**src/rtl/dmem_port_arbiter_pkg.sv**
```systemverilog
// Shared definitions for the two-port data-memory arbiter: arbitration
// state encoding, requester index constants and default bus widths.
package dmem_port_arbiter_pkg;

    localparam int DMEM_ADDR_W = 12;
    localparam int DMEM_DATA_W = 32;

    // Requester indices; also the encoding of last_grant and rd_owner.
    localparam logic PORT_CPU  = 1'b0;
    localparam logic PORT_HOST = 1'b1;

    // ARB: open round-robin; LOCKn: port n holds the memory exclusively.
    typedef enum logic [1:0] {
        ARB   = 2'd0,
        LOCK0 = 2'd1,
        LOCK1 = 2'd2
    } arb_state_t;

endpackage

```
**src/rtl/dmem_rr_pick.sv**
```systemverilog
// Combinational two-way round-robin picker. A masked port is never granted;
// on contention the port that did not win last time is chosen.
module dmem_rr_pick (
    input  logic valid0,
    input  logic valid1,
    input  logic last_grant,
    input  logic mask0,
    input  logic mask1,
    output logic gnt0,
    output logic gnt1
);

    logic elig0;
    logic elig1;

    // Eligibility after masking, then alternate on contention.
    always_comb begin
        elig0 = valid0 & ~mask0;
        elig1 = valid1 & ~mask1;
        gnt0  = elig0 & (~elig1 | last_grant);
        gnt1  = elig1 & (~elig0 | ~last_grant);
    end

endmodule

```
**src/rtl/dmem_port_arbiter.sv**
```systemverilog
// Shares one single-port synchronous dmem between the CPU port (0) and the
// host/debug port (1). Round-robin grant, bounded lock for read-modify-write,
// read data returned one cycle after acceptance, tagged to its requester.
module dmem_port_arbiter
    import dmem_port_arbiter_pkg::*;
#(
    parameter int ADDR_W   = DMEM_ADDR_W,
    parameter int DATA_W   = DMEM_DATA_W,
    parameter int MAX_LOCK = 8
) (
    input  logic              clock,
    input  logic              reset,
    input  logic              req0_valid,
    input  logic              req0_wren,
    input  logic              req0_lock,
    input  logic [ADDR_W-1:0] req0_addr,
    input  logic [DATA_W-1:0] req0_data,
    output logic              req0_ready,
    output logic              rsp0_valid,
    output logic [DATA_W-1:0] rsp0_q,
    input  logic              req1_valid,
    input  logic              req1_wren,
    input  logic              req1_lock,
    input  logic [ADDR_W-1:0] req1_addr,
    input  logic [DATA_W-1:0] req1_data,
    output logic              req1_ready,
    output logic              rsp1_valid,
    output logic [DATA_W-1:0] rsp1_q,
    output logic [ADDR_W-1:0] mem_address,
    output logic [DATA_W-1:0] mem_data,
    output logic              mem_wren,
    input  logic [DATA_W-1:0] mem_q
);

    localparam int                CNT_W   = $clog2(MAX_LOCK + 1);
    localparam logic [CNT_W-1:0]  CNT_MAX = CNT_W'(MAX_LOCK);
    localparam logic [CNT_W-1:0]  CNT_ONE = CNT_W'(1);

    arb_state_t        state_reg,      state_next;
    logic              last_grant_reg, last_grant_next;
    logic [CNT_W-1:0]  lock_cnt_reg,   lock_cnt_next;
    logic              rd_pend_reg,    rd_pend_next;
    logic              rd_owner_reg,   rd_owner_next;

    logic              pick0, pick1;
    logic              gnt0, gnt1;
    logic              mask0, mask1;
    logic              xfer, xfer_port, xfer_wren, xfer_lock;
    logic              lock_owner;
    logic [1:0]        rsp_valid_w;
    logic [DATA_W-1:0] rsp_q_w [2];

    assign mask0      = (state_reg == LOCK1);
    assign mask1      = (state_reg == LOCK0);
    assign lock_owner = (state_reg == LOCK1) ? PORT_HOST : PORT_CPU;

    dmem_rr_pick u_pick (
        .valid0     (req0_valid),
        .valid1     (req1_valid),
        .last_grant (last_grant_reg),
        .mask0      (mask0),
        .mask1      (mask1),
        .gnt0       (pick0),
        .gnt1       (pick1)
    );

    // Grants are suppressed while reset is held so no write can slip out.
    always_comb begin
        gnt0       = pick0 & ~reset;
        gnt1       = pick1 & ~reset;
        req0_ready = gnt0;
        req1_ready = gnt1;
        xfer       = gnt0 | gnt1;
        xfer_port  = gnt1 ? PORT_HOST : PORT_CPU;
        xfer_wren  = gnt1 ? req1_wren : (gnt0 & req0_wren);
        xfer_lock  = gnt1 ? req1_lock : (gnt0 & req0_lock);
    end

    // Memory bus mux: idle bus drives zeros.
    always_comb begin
        mem_wren    = 1'b0;
        mem_address = '0;
        mem_data    = '0;
        if (gnt1) begin
            mem_wren    = req1_wren;
            mem_address = req1_addr;
            mem_data    = req1_data;
        end else if (gnt0) begin
            mem_wren    = req0_wren;
            mem_address = req0_addr;
            mem_data    = req0_data;
        end
    end

    // Next-state logic: lock entry/exit, lock timeout, read tagging.
    always_comb begin
        state_next      = state_reg;
        last_grant_next = last_grant_reg;
        lock_cnt_next   = lock_cnt_reg;
        rd_pend_next    = 1'b0;
        rd_owner_next   = rd_owner_reg;

        if (xfer) begin
            last_grant_next = xfer_port;
            if (!xfer_wren) begin
                rd_pend_next  = 1'b1;
                rd_owner_next = xfer_port;
            end
        end

        case (state_reg)
            ARB: begin
                if (xfer && xfer_lock) begin
                    state_next    = xfer_port ? LOCK1 : LOCK0;
                    lock_cnt_next = CNT_ONE;
                end
            end
            LOCK0, LOCK1: begin
                if (xfer && !xfer_lock) begin
                    state_next    = ARB;
                    lock_cnt_next = '0;
                end else if (lock_cnt_reg == CNT_MAX) begin
                    // Timeout: hand priority to the peer on the next contention.
                    state_next      = ARB;
                    lock_cnt_next   = '0;
                    last_grant_next = lock_owner;
                end else begin
                    lock_cnt_next = lock_cnt_reg + CNT_ONE;
                end
            end
            default: begin
                state_next    = ARB;
                lock_cnt_next = '0;
            end
        endcase
    end

    // State registers; reset drops any outstanding response and the lock.
    always_ff @(posedge clock or posedge reset) begin
        if (reset) begin
            state_reg      <= ARB;
            last_grant_reg <= PORT_HOST;
            lock_cnt_reg   <= '0;
            rd_pend_reg    <= 1'b0;
            rd_owner_reg   <= PORT_CPU;
        end else begin
            state_reg      <= state_next;
            last_grant_reg <= last_grant_next;
            lock_cnt_reg   <= lock_cnt_next;
            rd_pend_reg    <= rd_pend_next;
            rd_owner_reg   <= rd_owner_next;
        end
    end

    // Response steering: memory q goes only to the port that issued the read.
    generate
        for (genvar gi = 0; gi < 2; gi++) begin : g_rsp
            assign rsp_valid_w[gi] = rd_pend_reg & (rd_owner_reg == gi[0]);
            assign rsp_q_w[gi]     = rsp_valid_w[gi] ? mem_q : '0;
        end
    endgenerate

    assign rsp0_valid = rsp_valid_w[0];
    assign rsp1_valid = rsp_valid_w[1];
    assign rsp0_q     = rsp_q_w[0];
    assign rsp1_q     = rsp_q_w[1];

endmodule

```
**config.mk**
```make
export PLATFORM = sky130hd
export DESIGN_NAME = dmem_port_arbiter
export DESIGN_NICKNAME = d
export VERILOG_FILES = /design/src/rtl/dmem_port_arbiter_pkg.sv /design/src/rtl/dmem_rr_pick.sv /design/src/rtl/dmem_port_arbiter.sv
export SDC_FILE = /design/constraint.sdc
export NUM_CORES = 1
export LEC_CHECK = 0
export BUFFER_PORTS_ARGS = -buffer_cell sky130_fd_sc_hd__buf_2
export CAP_MARGIN = 20
export CORE_AREA = 2 2 94 96
export CTS_BUF_LIST = sky130_fd_sc_hd__clkbuf_2
export DETAILED_ROUTE_END_ITERATION = 6
export DIE_AREA = 0 0 96 98
export PLACE_DENSITY_LB_ADDON = 0.25
export SYNTH_ARGS = -nofsm -noshare
export SYNTH_HDL_FRONTEND = slang
export SYNTH_HIERARCHICAL = 1
export SYNTH_SLANG_ARGS = --single-unit
export TNS_END_PERCENT = 1
```
**constraint.sdc**
```tcl
create_clock -name clock -period 2.55 [get_ports clock]
set_input_delay 0.255 -clock clock [delete_from_list [all_inputs] [get_ports clock]]
set_output_delay 0.255 -clock clock [all_outputs]
set_load 0.05 [all_outputs]
```
==> impl_metrics.yaml, run 1 <==
floorplan:
  die_x_microns: 96
  start_util_pct: 18.08
  dieArea_sq_mm: 0.009408
  num_io_pins: 241
  coreArea_sq_mm: 0.008466
  fp.dieH_microns: 98
  core.rowCount: 34
sta:
  fin_crit_ns: 2.403
  skew_ns: 0.01677
  rsz0062_at_grt: "true"
  slew_headroom_pct: 78.75
  hold-worst-slack_ns: 0.05954
  fin_crit_sh_pct: 94.24
  timing.final.ws_setup_ns: 0.1469
  fmax_ghz: 0.4161
  final-max-slew-violation-count: 0
  tightest_slew_ns: 0.3187
  fin_tns_setup_ns: 0
  hold_viol: 0
  setup_viol: 0
logic_synthesis:
  yosysWarningCount: 6
  synthCells: 198
  synth_nets: 332
  synth-edff-count: 0
  synth-main-ff-cell: "dfrtp_1"
  synth_common_cells: "a22o_1 (46), and2_1 (33), and3_1 (32)"
  synth.area.top_cells: "a22o_1 (26%), and2_1 (13%), and3_1 (13%), dfrtp_1 (13%), ha_1 (4.9%)"
  avgSynthCellArea_sq_um: 7.728
  yosysSeqAreaShare_pct: 14.80
  async_flop_share_pct: 100.0
  ys_types: 33
  synth_area_sq_mm: 0.001530
  synth_area_leader_cell: "a22o_1"
  synth_top_area_share_pct: 26.33
  yosysMostFrequentCell: "a22o_1"
  ys_ff_latch: 9
placement:
  dp_hpwl_microns: 6036
  globalplace.congestion: 0.8015
  portBuffers: 240
  pre_cts_ws_ns: 0.2751
  dp_cells: 535
setup_path:
  crit_path_end_kind: "primary output"
  worstPathArrival_ns: 2.15
  reg2reg_depth: 9
  start_kind: "flip-flop"
  crit_required_ns: 2.30
  path_class: "reg -> out"
  crit_path_cell_trace: "inv_1 > ha_1 > nor2b_4 > o21a_1 > nand2_2 > nor2_4 > clkbuf_16 > a22o_1 > clkbuf_4"
  cp_max_fo: 22
  slowest_stage: "dfrtp_1"
  cpPeakStageDelay_ns: 0.39
clock_network:
  postCtsSetupBuffers: 0
  clkTransAtPathRegs_ns: 0.10
  ctsResizeCount: 0
  cts_tree: "yes"
  hold_buffers: 0
  cts_htree_levels: 1
  cts_buffer_depth: 2
  cts-root-buf: "clkbuf_2"
  numClockSinks: 9
  cts_buffers: 3
  clock_latency_ns: 0.25
run_status:
  outcome: "complete, no violations"
power:
  p_leak_nw: 1.962
  p_per_area_mw_per_mm2: 863.4
  power.total_mw: 2.674
  ir_drop_uv: 468.5
finish:
  area_growth_pct: 102.4
  regArea_sq_um: 226.5
  drive_gt1_share_pct: 61.20
  fin_cells: 541
  n_fill_cell: 885
  multi_input_area_sq_mm: 0.001202
  antenna_cells: 0
  largest_register_ffs: 4
  final_nets: 568
routing:
  drt_first_pass_iters: 4
  wl_microns: 7620
  wire_per_inst_microns: 14.09
  via_count: 2470
  drc: 0
  final_antenna_net_count: 0
  via_per_inst: 4.566
  drtIter0Drc: 53
global_route:
  grt_pass1_vias: 2090
  grt_max_degree: 47
  grt_usage_pct: 13.23
  grt_overflow_total: 0
  grt_antenna_before_repair: 0
  grt_pass1_wl_microns: 10050
run:
  maxCapViolations: 0
hold_path:
  hp-class: "in -> async"
-- through the flow --
stage | cell area, sq um | utilization (%)
5_1_grt | 3097 | 36.58
3_5_place_dp | 2897 | 34.22
4_1_cts | 2917 | 34.45
2_1_floorplan | 1531 | -
3_3_place_gp | 2897 | 34.22
6_report | 3097 | 36.58
-- worst paths after layout --
kind / start / endpoint / slack [ns]
min reg2reg: lock_cnt_reg[3] / lock_cnt_reg[3] / 0.55
min in group clock: reset / rd_pend_reg / 0.25
max in group asynchronous: reset / last_grant_reg / 2.27
min: reset / lock_cnt_reg[0] / 0.06
max reg2reg: state_reg[0] / lock_cnt_reg[3] / 0.24
max: state_reg[0] / mem_data[31] / 0.15
-- critical path: cells and delay by family, from the launching register on --
family,cells,cell delay [ns]
AND/OR/NAND/NOR,3,0.41
flip-flops,1,0.39
adder cells (fa/ha/maj),1,0.24
buffers and inverters,3,0.52
AO/OA/AOI/OAI,2,0.32
-- per-layer routing --
metal	part of all wire [%]	vias to the layer above	GRT usage (%)
met4	0.28	0	1.429
li1	-	1198	-
met2	51	152	24.20
met1	40	1118	16.48
met5	0	-	0
met3	8.7	2	2.160
-- power by group --
group	leakage (nW)	internal (mW)	switching [mW]
Combinational	1.83	0.786	1.55
Sequential	0.113	0.201	0.0406
Clock	0.0166	0.0416	0.0509
Total	1.96	1.03	1.65
-- cell families after synthesis --
logic type	after synthesis	share of synthesized area, %
compound gates	60	33.77
simple gates	89	35.90
buf+inv	29	7.277
fa+ha+maj	6	4.906
mux	5	3.352
flops	9	14.80
-- area by class of cell --
cell class	instances	area share (%)
timing repair buffer	249	47.43
sequential	9	7.313
inverter	11	1.414
clock buffer	4	0.6465
multi-input combinational	160	38.83
tap	108	4.364
-- cell usage in the layout (no fill, tap or decap), types with 3 or more instances in the layout --
master    instances
buf_2           195
a22o_1           46
clkbuf_4         36
and2_1           33
and3_1           32
inv_1            10
buf_4             9
dfrtp_1           8
nand2_1           6
ha_1              6
nor2_1            4
mux2i_1           4
clkbuf_2          4
buf_6             4
o21ai_0           3
nor2b_1           3
buf_12            3
Power figures use the tool's default switching activity.
==> run 2: changes to the inputs <==
==> constraint.sdc (replaced) <==
create_clock -name clock -period 2.55 [get_ports clock]
set_input_delay 0.255 -clock clock [delete_from_list [all_inputs] [get_ports clock]]
set_output_delay 0.255 -clock clock [all_outputs]
set_load 0.01 [all_outputs]
==> run 2 against run 1 <==
Effect of this change: total power is 32% lower; cell count is 0.74% higher; global-route usage increased by 0.47 points; critical path type unchanged; critical endpoint is now mem_data[10]; largest cell class unchanged; largest power group unchanged; highest routed layer unchanged.
==> impl_metrics.yaml, run 2 (synthesis results as in run 1) <==
clock_network:
  cts_buffer_depth: 2
  clock_latency_ns: 0.25
  clkTransAtPathRegs_ns: 0.10
  numClockSinks: 9
  cts_tree: "yes"
  cts_buffers: 3
  cts_htree_levels: 1
  cts-root-buf: "clkbuf_2"
routing:
  drc: 0
  via_count: 2450
  final_antenna_net_count: 0
  drtIter0Drc: 44
  drt_first_pass_iters: 4
  wl_microns: 7698
  wire_per_inst_microns: 14.12
  via_per_inst: 4.495
power:
  ir_drop_uv: 251.5
  p_per_area_mw_per_mm2: 613.6
  power.total_mw: 1.828
  p_leak_nw: 1.978
finish:
  drive_gt1_share_pct: 62.01
  regArea_sq_um: 226.5
  n_fill_cell: 906
  postLayoutCellArea_sq_mm: 0.002979
  multi_input_area_sq_mm: 0.001244
  final_nets: 572
  layout_commonest_cell: "buf_2"
  largest_register_ffs: 4
  final_cell_mix: "buf_2 (240), a22o_1 (46), and2_1 (33), and3_1 (32), inv_1 (9)"
  antenna_cells: 0
  finish.utilization_pct: 35.19
  area_growth_pct: 94.69
setup_path:
  cpMostUsedCell: "buf_4"
  path_class: "reg -> out"
  cp_max_fo: 12
  crit_required_ns: 2.30
  crit_buf_inv: 4
  cpPeakStageDelay_ns: 0.41
  rrSetupSlack_ns: 0.26
  crit_path_end_kind: "primary output"
  crit_path_cell_trace: "buf_4 > ha_2 > nor2b_4 > a21oi_1 > buf_6 > buf_4 > nor2_4 > a22o_1 > buf_2"
  slowest_stage: "dfrtp_1"
  start_kind: "flip-flop"
  worstPathArrival_ns: 2.17
  crit_family: "buffers and inverters"
placement:
  dp_hpwl_microns: 5865
  placed_cell_area_sq_mm: 0.002861
  portBuffers: 240
  globalplace.congestion: 0.8305
  pre_cts_ws_ns: 0.03038
global_route:
  grt_overflow_total: 0
  grt_antenna_before_repair: 0
  grt_max_degree: 49
  grt_pass1_wl_microns: 10240
  grt_usage_pct: 13.70
  grt_pass1_vias: 2201
floorplan:
  num_io_pins: 241
  dieArea_sq_mm: 0.009408
  core.rowCount: 34
  coreArea_sq_mm: 0.008466
  start_util_pct: 18.08
  fp.dieH_microns: 98
  die_x_microns: 96
sta:
  skew_ns: 0.0006131
  fin_crit_sh_pct: 95.04
  fin_tns_setup_ns: 0
  slew_headroom_pct: 76.06
  final-max-slew-violation-count: 0
  fin_crit_ns: 2.424
  tightest_slew_ns: 0.3582
  timing.final.ws_setup_ns: 0.1264
  setup_viol: 0
  fmax_ghz: 0.4126
  hold_viol: 0
run:
  maxCapViolations: 0
run_status:
  outcome: "complete, no violations"
hold_path:
  hp-class: "in -> async"
-- run 2: worst paths after layout --
path | from | to | cells past startpoint
max reg2reg | state_reg[1] | lock_cnt_reg[3] | 9
max | state_reg[1] | mem_data[10] | 9
min reg2reg | lock_cnt_reg[3] | lock_cnt_reg[3] | 1
min | reset | state_reg[1] | 3
min in group clock | reset | rd_pend_reg | 2
max in group asynchronous | reset | last_grant_reg | 3
-- run 2: worst register-to-register path, delay by kind of cell, from the launching register on --
family                     cells  cell delay (ns)
DFF                            1             0.41
buffers and inverters          2             0.30
AOI/OAI and AO/OA              4             0.64
and+or+nand+nor                2             0.66
adders and majority gates      1             0.19
-- run 2: per-layer routing --
layer / share of wire [%] / global-route usage [%] / wire length (microns)
met5: 0 / 0 / 0
met4: 0.68 / 1.758 / 52
met3: 9.2 / 2.701 / 709
met2: 52 / 26.98 / 3976
met1: 38 / 14.98 / 2960
-- run 2: cell type report --
cell class | instances | share of cell area, %
tap | 108 | 4.536
multi-input combinational | 163 | 41.75
inverter | 11 | 1.470
timing repair buffer | 250 | 43.97
clock buffer | 4 | 0.6720
sequential | 9 | 7.602
-- run 2: through the flow --
step	instances	hold WS, ns
after floorplan	198	0.09022
after global placement	534	0.3110
after detailed placement	534	0.3098
after CTS	539	0.06982
after global routing	545	0.06384
final	545	0.08487
-- run 2: where the power goes --
part	leakage (nW)	total [mW]	switching, mW	internal (mW)
clock	0.0166	0.0954	0.0537	0.0417
combinational	1.85	1.49	0.796	0.697
sequential	0.113	0.240	0.0395	0.201
-- run 2: timing repair --
item | CTS | global route
gates resized for setup | 4 | 5
setup buffers | 0 | 3
cloned | 1 | 3
hold endpoints to repair | 0 | 0
hold buffers | 0 | 0
setup endpoints to repair | 45 | 45
pin swaps | 2 | 2
==> run 3: changes to the inputs <==
--- a/config.mk
+++ b/config.mk
@@ -11,6 +11,7 @@
 export CTS_BUF_LIST = sky130_fd_sc_hd__clkbuf_2
 export DETAILED_ROUTE_END_ITERATION = 6
 export DIE_AREA = 0 0 96 98
+export MAX_ROUTING_LAYER = met4
 export PLACE_DENSITY_LB_ADDON = 0.25
 export SYNTH_ARGS = -nofsm -noshare
 export SYNTH_HDL_FRONTEND = slang
==> run 3 against run 2 <==
Effect of this change: sequential cell count unchanged; worst setup slack got worse by 0.0036 ns; die area unchanged; fmax down 0.15%; clock-buffer cell count stayed put; core utilization stayed put; non-clock buffer count unchanged; sequential share of layout area unchanged; critical path type unchanged.
==> impl_metrics.yaml, run 3 (synthesis results as in run 1) <==
placement:
  globalplace.congestion: 0.8432
  portBuffers: 240
  pre_cts_ws_ns: 0.03038
  dp_hpwl_microns: 5865
  placed_cell_area_sq_mm: 0.002861
global_route:
  grt_pass1_vias: 2200
  grt_antenna_before_repair: 0
  grt_usage_pct: 14.09
  grt_pass1_wl_microns: 10250
  grt_max_degree: 49
  grt_overflow_total: 0
setup_path:
  cpMostUsedCell: "buf_4"
  path_class: "reg -> out"
  cpPeakStageDelay_ns: 0.41
  crit_path_end_kind: "primary output"
  cp_max_fo: 12
  crit_buf_inv: 4
  r2r-start: "state_reg[1]"
  start_kind: "flip-flop"
  crit_required_ns: 2.30
  slowest_stage: "dfrtp_1"
  crit_path_cell_trace: "buf_4 > ha_2 > nor2b_4 > a21oi_1 > buf_6 > buf_4 > nor2_4 > a22o_1 > buf_2"
  worstPathArrival_ns: 2.17
  crit_start: "state_reg[1]"
  crit_family: "buffers and inverters"
sta:
  slew_headroom_pct: 75.35
  skew_ns: 0.001557
  tightest_slew_ns: 0.3688
  timing.final.ws_setup_ns: 0.1228
  setup_viol: 0
  fmax_ghz: 0.4120
  hold_viol: 0
  fin_crit_ns: 2.427
  final-max-slew-violation-count: 0
  fin_crit_sh_pct: 95.18
power:
  p_per_area_mw_per_mm2: 613.7
  power.total_mw: 1.828
  ir_drop_uv: 250.3
  p_leak_nw: 1.978
clock_network:
  clkTransAtPathRegs_ns: 0.10
  cts_htree_levels: 1
  numClockSinks: 9
  cts-root-buf: "clkbuf_2"
  cts_buffer_depth: 2
  cts_tree: "yes"
  cts_buffers: 3
  clock_latency_ns: 0.24
floorplan:
  fp.dieH_microns: 98
  start_util_pct: 18.08
  dieArea_sq_mm: 0.009408
  die_x_microns: 96
  core.rowCount: 34
  num_io_pins: 241
  coreArea_sq_mm: 0.008466
routing:
  drt_first_pass_iters: 4
  wl_microns: 7694
  drc: 0
  final_antenna_net_count: 0
  via_count: 2450
  via_per_inst: 4.495
  drtIter0Drc: 46
  wire_per_inst_microns: 14.12
finish:
  multi_input_area_sq_mm: 0.001244
  layout_commonest_cell: "buf_2"
  regArea_sq_um: 226.5
  largest_register_ffs: 4
  postLayoutCellArea_sq_mm: 0.002979
  drive_gt1_share_pct: 62.01
  area_growth_pct: 94.69
  n_fill_cell: 906
  final_cell_mix: "buf_2 (240), a22o_1 (46), and2_1 (33), and3_1 (32), inv_1 (9)"
  antenna_cells: 0
  final_nets: 572
run_status:
  outcome: "complete, no violations"
hold_path:
  hp-class: "in -> async"
run:
  maxCapViolations: 0
==> run 3: cell counts in the layout (fill, tap and decap cells not counted) <==
No cell type changed its count.
==> run 3: routing by layer <==
metal | up-vias | global-route usage (%) | share of wire [%]
met5 | - | - | 0
met4 | 0 | 1.758 | 0.36
met3 | 2 | 2.083 | 8.3
met2 | 157 | 26.98 | 52
met1 | 1076 | 15.35 | 39
li1 | 1215 | - | -
==> run 3: power by group <==
group          internal (mW)  switching (mW)
clock                 0.0417          0.0529
sequential             0.201          0.0394
combinational          0.697           0.797
==> run 3: cell type report <==
class | instances | share of cell area [%]
Timing Repair Buffer | 250 | 43.97
Sequential cell | 9 | 7.602
Tap cell | 108 | 4.536
Clock buffer | 4 | 0.6720
Multi-Input combinational cell | 163 | 41.75
Inverter | 11 | 1.470
==> run 3: path summary, 6_finish.rpt <==
check	slack, ns	endpoint	cells after the start
max	0.12	mem_data[10]	9
min	0.09	rd_owner_reg	3
max reg2reg	0.26	lock_cnt_reg[3]	9
min reg2reg	0.55	lock_cnt_reg[3]	1
max in group asynchronous	2.25	last_grant_reg	3
min in group clock	0.22	rd_pend_reg	2
==> run 3: worst min-delay path: stages <==
cell   delay [ns]
buf_2        0.13
inv_1        0.10
buf_4        0.20
==> run 3: timing repair <==
action	4_1_cts	5_1_grt
resized for setup	4	5
gates cloned	1	3
hold buffers	0	0
buffers inserted	0	3
pin swaps	2	2
setup endpoints to repair	45	45
==> run 3: metrics by stage <==
step	hold WS [ns]	util (%)	TNS, ns	cells
2_1_floorplan	0.09022	-	0	198
3_3_place_gp	0.3110	33.80	0	534
3_5_place_dp	0.3098	33.80	0	534
4_1_cts	0.06982	34.29	0	539
5_1_grt	0.06383	35.19	-0.0005325	545
6_report	0.08592	35.19	0	545
